[config.mk]
export PLATFORM = sky130hd
export DESIGN_NAME = clk_div_prog
export DESIGN_NICKNAME = d
export VERILOG_FILES = /design/src/rtl/clk_div_prog.sv
export SDC_FILE = /design/constraint.sdc
export NUM_CORES = 1
export LEC_CHECK = 0
export ABC_AREA = 1
export CORE_UTILIZATION = 51
export DETAILED_ROUTE_END_ITERATION = 12
export GPL_ROUTABILITY_DRIVEN = 0
export PLACE_DENSITY_LB_ADDON = 0.2
export SLEW_MARGIN = 20
export SYNTH_ARGS = -nofsm -noshare
export SYNTH_HDL_FRONTEND = slang
export SYNTH_SLANG_ARGS = --single-unit
[constraint.sdc]
create_clock -name clkin_i -period 4.7 [get_ports clkin_i]
set_input_delay 0.705 -clock clkin_i [delete_from_list [all_inputs] [get_ports clkin_i]]
set_output_delay 0.705 -clock clkin_i [all_outputs]
set_load 0.1 [all_outputs]
[src/rtl/clk_div_prog.sv]
// rtl/clk_div_prog.sv - runtime-programmable clock divider producing a tick strobe and a divided level
// Optional phase restart input sync_i is compiled in when CLKDIV_SYNC_EN is defined.
`timescale 1ns/1ps
module clk_div_prog #(
    parameter int CNT_W     = 16,
    parameter int DIV_RESET = 4
) (
    input  logic             clkin_i,
    input  logic             rst_i,
    input  logic             en_i,
    input  logic [CNT_W-1:0] div_i,
    input  logic             div_ld_i,
`ifdef CLKDIV_SYNC_EN
    input  logic             sync_i,
`endif
    output logic             clkout_o,
    output logic             tick_o,
    output logic [CNT_W-1:0] cnt_o,
    output logic [CNT_W-1:0] div_cur_o,
    output logic             pend_o
);

    localparam logic [CNT_W-1:0] DIV_RST_V = CNT_W'(DIV_RESET);
    localparam logic [CNT_W-1:0] DIV_MIN_V = CNT_W'(2);

    logic [CNT_W-1:0] cnt_q, cnt_d;
    logic [CNT_W-1:0] div_cur_q, div_cur_d;
    logic [CNT_W-1:0] pending_q, pending_d;
    logic             pend_q, pend_d;
    logic             clkout_q, clkout_d;
    logic             tick_q, tick_d;

    logic [CNT_W-1:0] div_clamped;
    logic             wrap;
    logic             sync_req;
    logic [CNT_W:0]   half_thresh;

    assign div_clamped = (div_i < DIV_MIN_V) ? DIV_MIN_V : div_i;
    assign wrap        = en_i && (cnt_q == (div_cur_q - 1'b1));

`ifdef CLKDIV_SYNC_EN
    assign sync_req = sync_i;
`else
    assign sync_req = 1'b0;
`endif

    // Threshold is ceil(D/2); the extra bit keeps D = 2**CNT_W-1 from overflowing.
    assign half_thresh = ({1'b0, div_cur_d} + 1'b1) >> 1;

    always_comb begin
        cnt_d     = cnt_q;
        div_cur_d = div_cur_q;
        pending_d = pending_q;
        pend_d    = pend_q;
        tick_d    = 1'b0;
        clkout_d  = clkout_q;

        if (sync_req) begin
            cnt_d  = '0;
            pend_d = 1'b0;
            if (div_ld_i) begin
                div_cur_d = div_clamped;
            end else if (pend_q) begin
                div_cur_d = pending_q;
            end
        end else if (wrap) begin
            cnt_d  = '0;
            tick_d = 1'b1;
            pend_d = 1'b0;
            if (div_ld_i) begin
                div_cur_d = div_clamped;
            end else if (pend_q) begin
                div_cur_d = pending_q;
            end
        end else begin
            if (en_i) begin
                cnt_d = cnt_q + 1'b1;
            end
            if (div_ld_i) begin
                pending_d = div_clamped;
                pend_d    = 1'b1;
            end
        end

        if (sync_req) begin
            clkout_d = 1'b0;
        end else if (en_i) begin
            clkout_d = ({1'b0, cnt_d} >= half_thresh);
        end
    end

    always_ff @(posedge clkin_i) begin
        if (rst_i) begin
            cnt_q     <= '0;
            div_cur_q <= DIV_RST_V;
            pending_q <= DIV_RST_V;
            pend_q    <= 1'b0;
            clkout_q  <= 1'b0;
            tick_q    <= 1'b0;
        end else begin
            cnt_q     <= cnt_d;
            div_cur_q <= div_cur_d;
            pending_q <= pending_d;
            pend_q    <= pend_d;
            clkout_q  <= clkout_d;
            tick_q    <= tick_d;
        end
    end

    assign clkout_o  = clkout_q;
    assign tick_o    = tick_q;
    assign cnt_o     = cnt_q;
    assign div_cur_o = div_cur_q;
    assign pend_o    = pend_q;

endmodule

### Word-level counts from Yosys, hierarchy flattened

Index checks and enable logic that the tools add are counted.

| storage, ports and cells | value |
|---|---|
| bits in registers | 51 |
| bits of input ports | 20 |
| output and inout bits | 35 |

| cells by class | value |
|---|---|
| add/subtract/negate cells | 3 |
| order comparisons | 2 |
| equal/unequal tests | 1 |
| mux-type cells | 7 |
| bitwise gates (word level) | 1 |
| reductions and logical operators | 3 |

Operators with widths:

| operator | number |
|---|---|
| 16-bit two-way mux | 6 |
| 16-bit by 1-bit adder with 17-bit output (second input constant) | 1 |
| 16-bit by 1-bit adder with 16-bit output (second input constant) | 1 |
| 16-bit equality test | 1 |
| 16-bit >= comparator | 1 |
| 16-bit by 2-bit less-than comparator with 1-bit output (second input constant) | 1 |
| 16-bit by 1-bit subtractor with 16-bit output (second input constant) | 1 |
| 2-bit AND reduction | 1 |
| 2-bit OR reduction | 1 |
| 1-bit logical AND | 1 |
| 1-bit two-way mux | 1 |
| 1-bit NOT | 1 |

### Depth between registers and ports, before layout

| depth | value |
|---|---|
| depth in word-level cells | 6 |
| mapped depth | 31 |
| gate-level depth less buffers | 30 |

### Worst setup path before layout

Ideal clock, no wire load.

| timing | value |
|---|---|
| path kind | reg-to-reg |
| from | reg div_cur_q[0] (netlist: div_cur_o[0]) |
| to | reg clkout_q (netlist: clkout_o) |
| data arrival time | 3.978 ns |
| data required time | 4.575 ns |
| setup slack | 0.597 ns |
| cell stages (with the launch flop) | 29 |
| buffers on the path | 1 |
| cells stage by stage | dfxtp_1 -> inv_2 -> ha_1 -> nor2_1 -> a21oi_1 -> nand3_1 -> nor2_1 -> nand3_2 -> nor2_8 -> nand3_2 -> buf_6 -> nand2_1 -> nand2_1 -> ha_1 -> ha_1 -> o21ai_0 -> a21boi_0 -> o21ai_0 -> nand2_1 -> nand2_1 -> nand2_1 -> nand2_1 -> nand2_1 -> nand2_1 -> nand2_1 -> nand2_1 -> nand2_1 -> nand2_1 -> a31oi_1 |

| between the ends | value |
|---|---|
| word-level cells in the longest chain between the ends | 6 |
| elaborated cells between the ends (all ways) | 9 |

RTL lines:

| element | RTL line | RTL |
|---|---|---|
| from (decl) | 27 | `logic [CNT_W-1:0] div_cur_q, div_cur_d;` |
| from (signal assigned) | 102 | `div_cur_q <= div_cur_d;` |
| 16-bit by 1-bit subtractor with 16-bit output | 39 | `assign wrap = en_i && (cnt_q == (div_cur_q - 1'b1));` |
| 16-bit equality test | 39 |  |
| 1-bit logical AND | 39 |  |
| 16-bit two-way mux (*) | 66 | `end else if (wrap) begin` |
| net div_cur_d[0] | 27 |  |
| 16-bit by 1-bit adder with 17-bit output (*) | 48 | `assign half_thresh = ({1'b0, div_cur_d} + 1'b1) >> 1;` |
| 16-bit >= comparator (*) | 88 | `clkout_d = ({1'b0, cnt_d} >= half_thresh);` |
| to (signal assigned) | 105 | `clkout_q <= clkout_d;` |
| to (decl) | 30 | `logic clkout_q, clkout_d;` |

Mark *: on every way through the listed nets, which the timed path passes. The rest lies on a longest branch.
A chain may end at the register's enable or synchronous reset.

### Final worst setup path

| timing | value |
|---|---|
| from | in en_i |
| to | reg clkout_q (netlist: clkout_o) |

| between the ends | value |
|---|---|
| word-level cells in the longest chain between the ends | 4 |
| elaborated cells between the ends (all ways) | 6 |

RTL lines:

| element | RTL line | RTL |
|---|---|---|
| from (decl) | 10 | `input logic en_i,` |
| 1-bit logical AND | 39 |  |
| 16-bit two-way mux | 66 |  |
| 16-bit by 1-bit adder with 17-bit output | 48 |  |
| 16-bit >= comparator | 88 |  |

Parallel ways exist; a longest one is shown, timed or not.

==> flow_metrics.py <==
metrics = {
    "logic_synthesis": {
        "synth.distinct_cells": 42,
        "ys_seq_area_share_pct": 25.7,
        "yosys_most_used_dff": "dfxtp_1",
        "synth_area_leaders": "dfxtp_1 26%, nand2_1 15%, nor2_1 8.1%",
        "ys_ff_latch": 51,
        "synthArstFlopShare_pct": 0,
        "synth_top_area_share_pct": 25.7,
        "syn_area_um2": 3970,
        "syn_avg_cell_area_um2": 6.24,
        "synth_edf_count": 0,
        "synth_fp_nets": 676,
        "yosysWarnings": 0,
        "synth_top_cell_by_area": "dfxtp_1",
        "syn-instance-count": 637,
    },
    "route": {
        "first_iter_violations": 205,
        "post-route-drc-count": 0,
        "first_pass_iters": 5,
        "via_per_inst": 5.36,
        "via_count": 4222,
        "routed_wirelength_mm": 10.9,
        "wl_per_cell_um": 13.8,
        "ant_nets": 0,
    },
    "timing": {
        "fin_crit_sh_pct": 85.5,
        "slew_headroom_pct": 34.6,
        "fmax_ghz": 0.249,
        "finClkSkew_ns": 0.00985,
        "tns_ns": 0,
        "fin_ws_ns": 0.682,
        "final.min_clock_period_ns": 4.02,
        "hold_violations": 0,
        "maxSlewViolCount": 0,
        "worst_pin_slew_ns": 0.978,
        "rsz0062_at_grt": "no",
        "setup_violations": 0,
    },
    "clock_tree": {
        "cts.sinks": 51,
        "path_clk_slew_ns": 0.09,
        "cts_tree": "done",
        "post_cts_buffers": 0,
        "htreeDepth": 2,
        "cts_hold_buf": 0,
        "cts_resized": 0,
        "cts_root_buffer": "clkbuf_8",
        "clkLatencyLatePin_ns": 0.31,
        "clockBufferDepth": 2,
        "numCtsBuffers": 5,
    },
    "placed_design": {
        "io_buffers": 54,
        "place_area_um2": 4600,
        "dp_slack_ns": 0.378,
        "dp_hpwl_mm": 8.56,
        "dpl.cell_count": 780,
    },
    "die": {
        "io_pins": 55,
        "rows": 31,
        "coreArea_um2": 7410,
        "start_util_pct": 53.6,
        "fp.dieArea_um2": 8150,
        "die_h_um": 90.3,
        "die_w_um": 90.3,
    },
    "setup_path": {
        "cp-start-kind": "primary input",
        "crit_path_max_fanout": 22,
        "crit_family": "simple AND/OR/NAND/NOR gates",
        "worstPathRequired_ns": 4.90,
        "worstSetupPathType": "primary input to flop",
        "cp_slowest_cell": "clkdlybuf4s50_1",
        "end_kind": "flop",
        "cp_num_buf_inv": 4,
        "r2r_slack_ns": 0.69,
        "path_cells": "clkdlybuf4s50_1 -> inv_2 -> a21oi_1 -> nand3_1 -> nor2_1 -> nand3_2 -> nor2_8 -> nand3_2 -> buf_4 -> clkinv_2 -> nand2_1 -> nand2_2 -> nand2_1 -> nor2_1 -> nand3_1 -> nand2_1 -> nand2_1 -> ha_1 -> a21oi_1 -> nor2_1 -> a211oi_1 -> a31oi_1",
        "worstPathArrival_ns": 4.22,
        "crit_top_cell": "nand2_1",
        "ff2ff_path_depth": 25,
        "critical_path_depth": 22,
        "cpPeakStageDelay_ns": 0.49,
    },
    "cells_and_area": {
        "antenna_cells": 0,
        "final_area_um2": 4680,
        "drive_gt1_share_pct": 8.56,
        "nets": 727,
        "fin_util_pct": 63.2,
        "final_cell_count_no_fill": 788,
        "area_growth_pct": 17.8,
    },
    "power": {
        "power.share.clock_pct": 25.8,
        "combPwrFrac_pct": 27.8,
        "switching_share_pct": 36.1,
        "internal_power_w": 0.000639,
        "peakVddDrop_uv": 137,
        "p_leak_nw": 2.30,
        "switching_power_w": 0.000362,
        "p_seq_share_pct": 46.4,
        "power_density_nw_per_um2": 214,
    },
    "global_routing": {
        "grtUsageTotal_pct": 27.6,
        "grt_pass1_wl_mm": 18.3,
        "antenna_found_initial": 0,
        "grt_pass1_vias": 3998,
        "grt_max_degree": 32,
        "grt_overflow": 0,
    },
    "outcome": {
        "status": "finished clean",
    },
    "min_path": {
        "hold_depth": 2,
        "hold_path_class": "flop to flop",
    },
    "run": {
        "drv_cap": 0,
    },
}
-- cells in the mapped netlist (8+ instances only) --
library cell  number
a21oi_1           39
nand3_1           43
dfxtp_1           51
clkbuf_1           9
inv_2              8
ha_1              19
nand4_1           12
inv_1             82
nand2_1          154
o21ai_0           35
xor2_1            19
nor2_1            86
xnor2_1           10
nand2_2           14
-- layer usage --
layer / up-vias / part of all wire, % / global-route usage [%]
met3: 16 / 5.5 / 2.78
met4: 0 / 1.6 / 7.93
li1: 2126 / - / -
met2: 151 / 48 / 49.0
met1: 1929 / 45 / 35.2
met5: - / 0 / 0
-- tightest hold or removal path, stage by stage (launching register included) --
cell,delay [ns]
dfxtp_1,0.34
nand2_1,0.06
nand3_1,0.07
-- cells by family (layout without fill, tap and decap cells) --
kind of cell               Yosys count  after routing  synth area share (%)
and+or+nand+nor                    340            340                  38.8
muxes                                1              1                 0.252
adders and majority gates           19             19                  5.98
DFF                                 51             51                  25.7
AOI/OAI and AO/OA                   90             90                  12.2
buffers and inverters              107            159                  10.7
xor gates and xnor gates            29             29                  6.39
-- power by group through the flow --
| stage | Clock [W] | Combinational [W] | Sequential [W] |
|---|---|---|---|
| 6_report | 0.000258 | 0.000279 | 0.000464 |
| 5_1_grt | 0.000280 | 0.000306 | 0.000467 |
| 4_1_cts | 0.000266 | 0.000275 | 0.000464 |
| 3_5_place_dp | 0 | 0.000275 | 0.000474 |
| 3_3_place_gp | 0 | 0.000269 | 0.000474 |
| 2_1_floorplan | 0 | 0.000154 | 0.000522 |
-- final timing paths --
path,end,startpoint
setup / recovery,clkout_o,en_i
hold / removal,pending_q[2],pending_q[2]
setup reg to reg,clkout_o,div_cur_o[0]
hold reg to reg,pending_q[2],pending_q[2]
-- sequential cells by signal, summed over array words and instances, names as in the netlist --
name / flops
tick_o: 1
pending_q: 16
clkout_o: 1
cnt_o: 16
pend_o: 1
div_cur_o: 16
-- per-stage QoR --
stage | hold slack (ns) | total power (W)
2_1_floorplan | 0.443 | 0.000676
5_1_grt | 0.525 | 0.00105
4_1_cts | 0.487 | 0.00101
3_5_place_dp | 0.463 | 0.000749
6_report | 0.495 | 0.00100
3_3_place_gp | 0.464 | 0.000743
-- final cells by class --
cell class	instances	area, um^2
fillers	722	2730
multi-input cells	479	2530
flip-flops and latches	51	1020
repair buffers	59	578
inverters	92	347
well taps	99	124
clock buffers	5	68.8
clock inverters	3	15.0
-- layout by cell type, fill, tap and decap left out, drive strengths merged, types with 5 or more instances in the layout --
master | synthesis | routed
clkinv | 2 | 5
xor2 | 19 | 19
buf | 6 | 5
clkdlybuf4s50 | 0 | 54
nor2 | 97 | 97
a21oi | 39 | 39
inv | 90 | 90
clkbuf | 9 | 5
nand2 | 169 | 169
ha | 19 | 19
nor3 | 5 | 5
xnor2 | 10 | 10
nand3 | 47 | 47
o21ai | 43 | 43
dfxtp | 51 | 51
nand4 | 12 | 12
Power figures use the tool's default switching activity.
==> patch 1, RTL diff (same flow settings) <==
Reset style: asynchronous (`rst_i`), changed in one clocked block.
--- a/src/rtl/clk_div_prog.sv
+++ b/src/rtl/clk_div_prog.sv
@@ -91,3 +91,3 @@
 
-    always_ff @(posedge clkin_i) begin
+    always_ff @(posedge clkin_i or posedge rst_i) begin
         if (rst_i) begin
Formal check against the unedited RTL: differs if rst_i is asserted again (counterexample within 4 cycles, from zero or initial values and one cycle with rst_i high); with rst_i held inactive, the same outputs for 10 cycles.
==> patch 1 against the original RTL <==
Synthesized area rose by 9.5%; first-iteration DRC count increased by 30%; non-clock buffer count shrank 3; final area rose by 8.3%; global-route usage grew 1.2 points; worst setup slack got worse by 0.12 ns; routed wire length grew 7.9%; sequential cell count stayed put.
Power is not compared: it rests on default switching activity, and its combinational part moved more than twofold at a synthesized area within 25%.
==> patch 1: results (changes against the original RTL) <==
Logic synthesis
The sequential element share of the synthesized area is 29.4% (+3.7 points). The adder-cell area share of the yosys netlist is 5.47% (-0.52 points). The mux cell area share after synthesis is 0% (-0.25 points). By area the synthesized netlist is led by sky130_fd_sc_hd__dfrtp_1, sky130_fd_sc_hd__nand2_1, sky130_fd_sc_hd__inv_1, sky130_fd_sc_hd__ha_1, sky130_fd_sc_hd__nor2_1. The number of nets produced by synthesis is 682 (+0.89%). By count the netlist is led by sky130_fd_sc_hd__nand2_1, sky130_fd_sc_hd__inv_1, sky130_fd_sc_hd__nor2_1, sky130_fd_sc_hd__dfrtp_1, sky130_fd_sc_hd__nand3_1. The XOR/XNOR share of the synthesized area is 5.84% (-0.55 points). The share of synthesized flip-flops with an asynchronous set or reset is 100% (+100 points). The count of different cell masters after synthesis came to 43 (+2.4%). The area fraction in compound gates after synthesis is 8.46% (-3.7 points).

Global route
The initial antenna violation count is 0 (unchanged). The global routing usage summed across all routing layers is 28.7% (+1.2 points). The maximum number of pins on one net before global-route repair was 52 (+63%). The number of global-route vias before repair was 4128 (+3.3%).

The wire length of the first global-routing pass is 19.8 mm (+8.0%).

Setup path
The number of cells traversed by the worst register-to-register path was 28 (+12%). The peak fanout along the critical path is 19 (-14%). The arrival time at the worst endpoint is 4.34 ns (+0.12 ns).

The setup slack on the worst flop-to-flop path is 0.57 ns (-0.12 ns). Grouping stages by cell kind, the critical path spends the most delay in simple AND/OR/NAND/NOR gates. In this run the worst setup path begins at div_cur_o[0]$_DFF_PP0_. Following the worst setup path forward leads to its endpoint at clkout_o$_DFFE_PP0P_. In this run the critical register-to-register path is captured at clkout_o$_DFFE_PP0P_. The library cell contributing the largest single delay on the critical path is sky130_fd_sc_hd__dfrtp_1. The largest stage delay on the critical path is 0.49 ns (about the same).

STA
The largest clock skew in the final design is 0.00942 ns (-0.000424 ns). The transition time of the tightest slew-check pin came to 0.981 ns (+0.00265 ns). The worst-case setup margin in the final layout was 0.565 ns (-0.117 ns).

The final worst hold slack came to 0.486 ns (-0.00949 ns).

Place
The total half-perimeter wirelength after legalization and detailed placement is 9.38 mm (+9.5%). The number of port buffers came to 54 (unchanged). The pre-CTS worst setup slack is 0.397 ns (+0.0186 ns).

Route
The detailed-router iteration count before antenna repair is 5 (unchanged). The vias per cell is 5.33 (-0.47%). The number of DRC markers in iteration 0 was 266 (+30%).

The final wirelength is 11.8 mm (+7.9%).

Finish
The number of filler cells placed in the layout came to 756 (+4.7%). The fraction of final layout cells sized beyond drive strength 1 is 11.0% (+2.4 points). The net total in the final layout came to 730 (+0.41%).

Clock tree
The clock-pin slew reported for the worst setup and hold paths after clock tree synthesis is 0.11 ns (+0.02 ns). The clock latency on the worst-skew pair is 0.31 ns (about the same). The number of buffers added by the clock tree synthesis step was 5 (unchanged).

Power and ir drop
The share of total power dissipated in combinational logic is between 40 and 50%. Sequential cells account for roughly a third of the total power. The design draws 1580 uW.

Outcome
The run finished with clean final reports.

Min path
The worst hold path begins at pending_q[2]$_DFFE_PP1P_. The hold-critical path endpoint is pending_q[2]$_DFFE_PP1P_.
-- patch 1: metal layers --
metal	global-route usage, %	vias up	share of wire, %
met1	38.3	1941	45
met2	47.8	147	47
met4	11.5	0	3.5
li1	-	2128	-
met5	0	-	0
met3	2.82	34	5.0
-- patch 1: stage by stage --
step,cell area [um^2],instances,utilization (%)
after floorplan,4350,643,-
after CTS,5070,797,61.7
after detailed placement,4960,789,60.3
after global placement,4960,789,60.3
final,5070,797,61.7
after global routing,5070,797,61.7
-- patch 1: worst reg2reg max path, delay by kind of cell, from the launching register on --
kind,cells,cell delay (ns)
AND/OR/NAND/NOR,19,1.81
buffers and inverters,2,0.37
adder cells (fa/ha/maj),3,0.84
AO/OA/AOI/OAI,4,0.54
flip-flops,1,0.49
-- patch 1: area by class of cell --
class,count,area share [%]
sequential,51,25.2
multi-input combinational,488,52.4
clock buffer,6,1.43
timing repair buffer,56,11.0
inverter,89,6.67
clock inverter,2,0.765
tap,105,2.59
==> patch 2, RTL diff (same flow settings) <==
Made on the original files. Add a define of `CLKDIV_SYNC_EN`.
--- a/src/rtl/clk_div_prog.sv
+++ b/src/rtl/clk_div_prog.sv
@@ -3,2 +3,4 @@
 `timescale 1ns/1ps
+`define CLKDIV_SYNC_EN
+
 module clk_div_prog #(
Ports: changed (added sync_i); port bits go from 55 to 56. No check against the original RTL was run, so the function may have changed too.
==> patch 2 against the original RTL <==
Critical path depth unchanged; synthesized area up 3.1%; via count down 1.5%; power up 13%; worst setup slack worse by 0.19 ns; routed wire length down 2.6%; first-iteration DRC count down 8.3%; final area up 2.5%; sequential cell count unchanged; combinational power up 34%; hold slack worse by 0.031 ns; maximum frequency down 4.6%.
==> patch 2: results (changes against the original RTL) <==
Logic synthesis
By count the netlist is led by sky130_fd_sc_hd__nand2_1, sky130_fd_sc_hd__nor2_1, sky130_fd_sc_hd__inv_1, sky130_fd_sc_hd__dfxtp_1, sky130_fd_sc_hd__nand3_1. The number of nets produced by synthesis is 673 (-0.44%). The sequential element share of the synthesized area is 24.9% (-0.78 points). By area the synthesized netlist is led by sky130_fd_sc_hd__dfxtp_1, sky130_fd_sc_hd__nand2_1, sky130_fd_sc_hd__nor2_1, sky130_fd_sc_hd__inv_1, sky130_fd_sc_hd__ha_1.

The number of cells produced by synthesis is 633 (-0.63%).

Setup path
The largest stage delay on the critical path came to 0.68 ns (+0.19 ns). The setup slack on the worst flop-to-flop path is 0.55 ns (-0.14 ns).

Route
The number of DRC markers in iteration 0 was 188 (-8.3%). The mean routed wirelength per cell is 13.6 um (-1.9%). The vias per cell is 5.31 (-0.84%).

Power and ir drop
The internal power of the cells came to 701 uW (+9.6%). The worst supply voltage drop on vdd is 0.130 mV (-4.9%). The reported leakage power is 0.00216 uW (-6.0%).

Finish
The number of non-filler instances in the completed layout is 783 (-0.63%). The end-of-flow core utilization is 61.8% (-1.4 points).

STA
The largest clock skew in the final design came to 0.00521 ns (-0.00464 ns). The final worst hold slack is 0.464 ns (-0.0310 ns). The worst slew slack as a fraction of its limit is 35.1% (+0.53 points).

Place
The number of port buffers is 55 (+1.9%). The total half-perimeter wirelength after legalization and detailed placement is 8.38 mm (-2.2%).

Min path
The worst hold path begins at pending_q[9]$_SDFFE_PP0P_. The hold-critical path endpoint is pending_q[9]$_SDFFE_PP0P_.

Global route
The global routing usage summed across all routing layers is 26.9% (-0.67 points). The maximum number of pins on one net before global-route repair is 48 (+50%).

Outcome
The run finished with clean final reports.
-- patch 2: kinds of logic (layout without fill, tap and decap cells) --
| kind of cell | after synthesis | in the layout |
|---|---|---|
| buf+inv | 92 | 140 |
| flops | 51 | 51 |
| compound gates | 64 | 64 |
| mux | 2 | 2 |
| xor+xnor | 30 | 30 |
| fa+ha+maj | 19 | 19 |
| simple gates | 375 | 375 |
-- patch 2: worst min-delay path, stage by stage, from the launching register on --
cell and delay, ns:
sky130_fd_sc_hd__dfxtp_1 0.31, sky130_fd_sc_hd__inv_1 0.06, sky130_fd_sc_hd__a21oi_1 0.05
-- patch 2: layer usage --
metal | GRT usage (%) | share of wire (%)
met1 | 34.9 | 46
met4 | 10.2 | 2.8
met5 | 0 | 0
met2 | 45.9 | 47
met3 | 2.82 | 4.3
-- patch 2: cell type report --
cell class	instances	area share, %
Tap cell	102	2.66
Sequential cell	51	21.3
Clock buffer	8	2.09
Inverter	71	5.55
Timing Repair Buffer	61	12.4
Multi-Input combinational cell	490	56.0
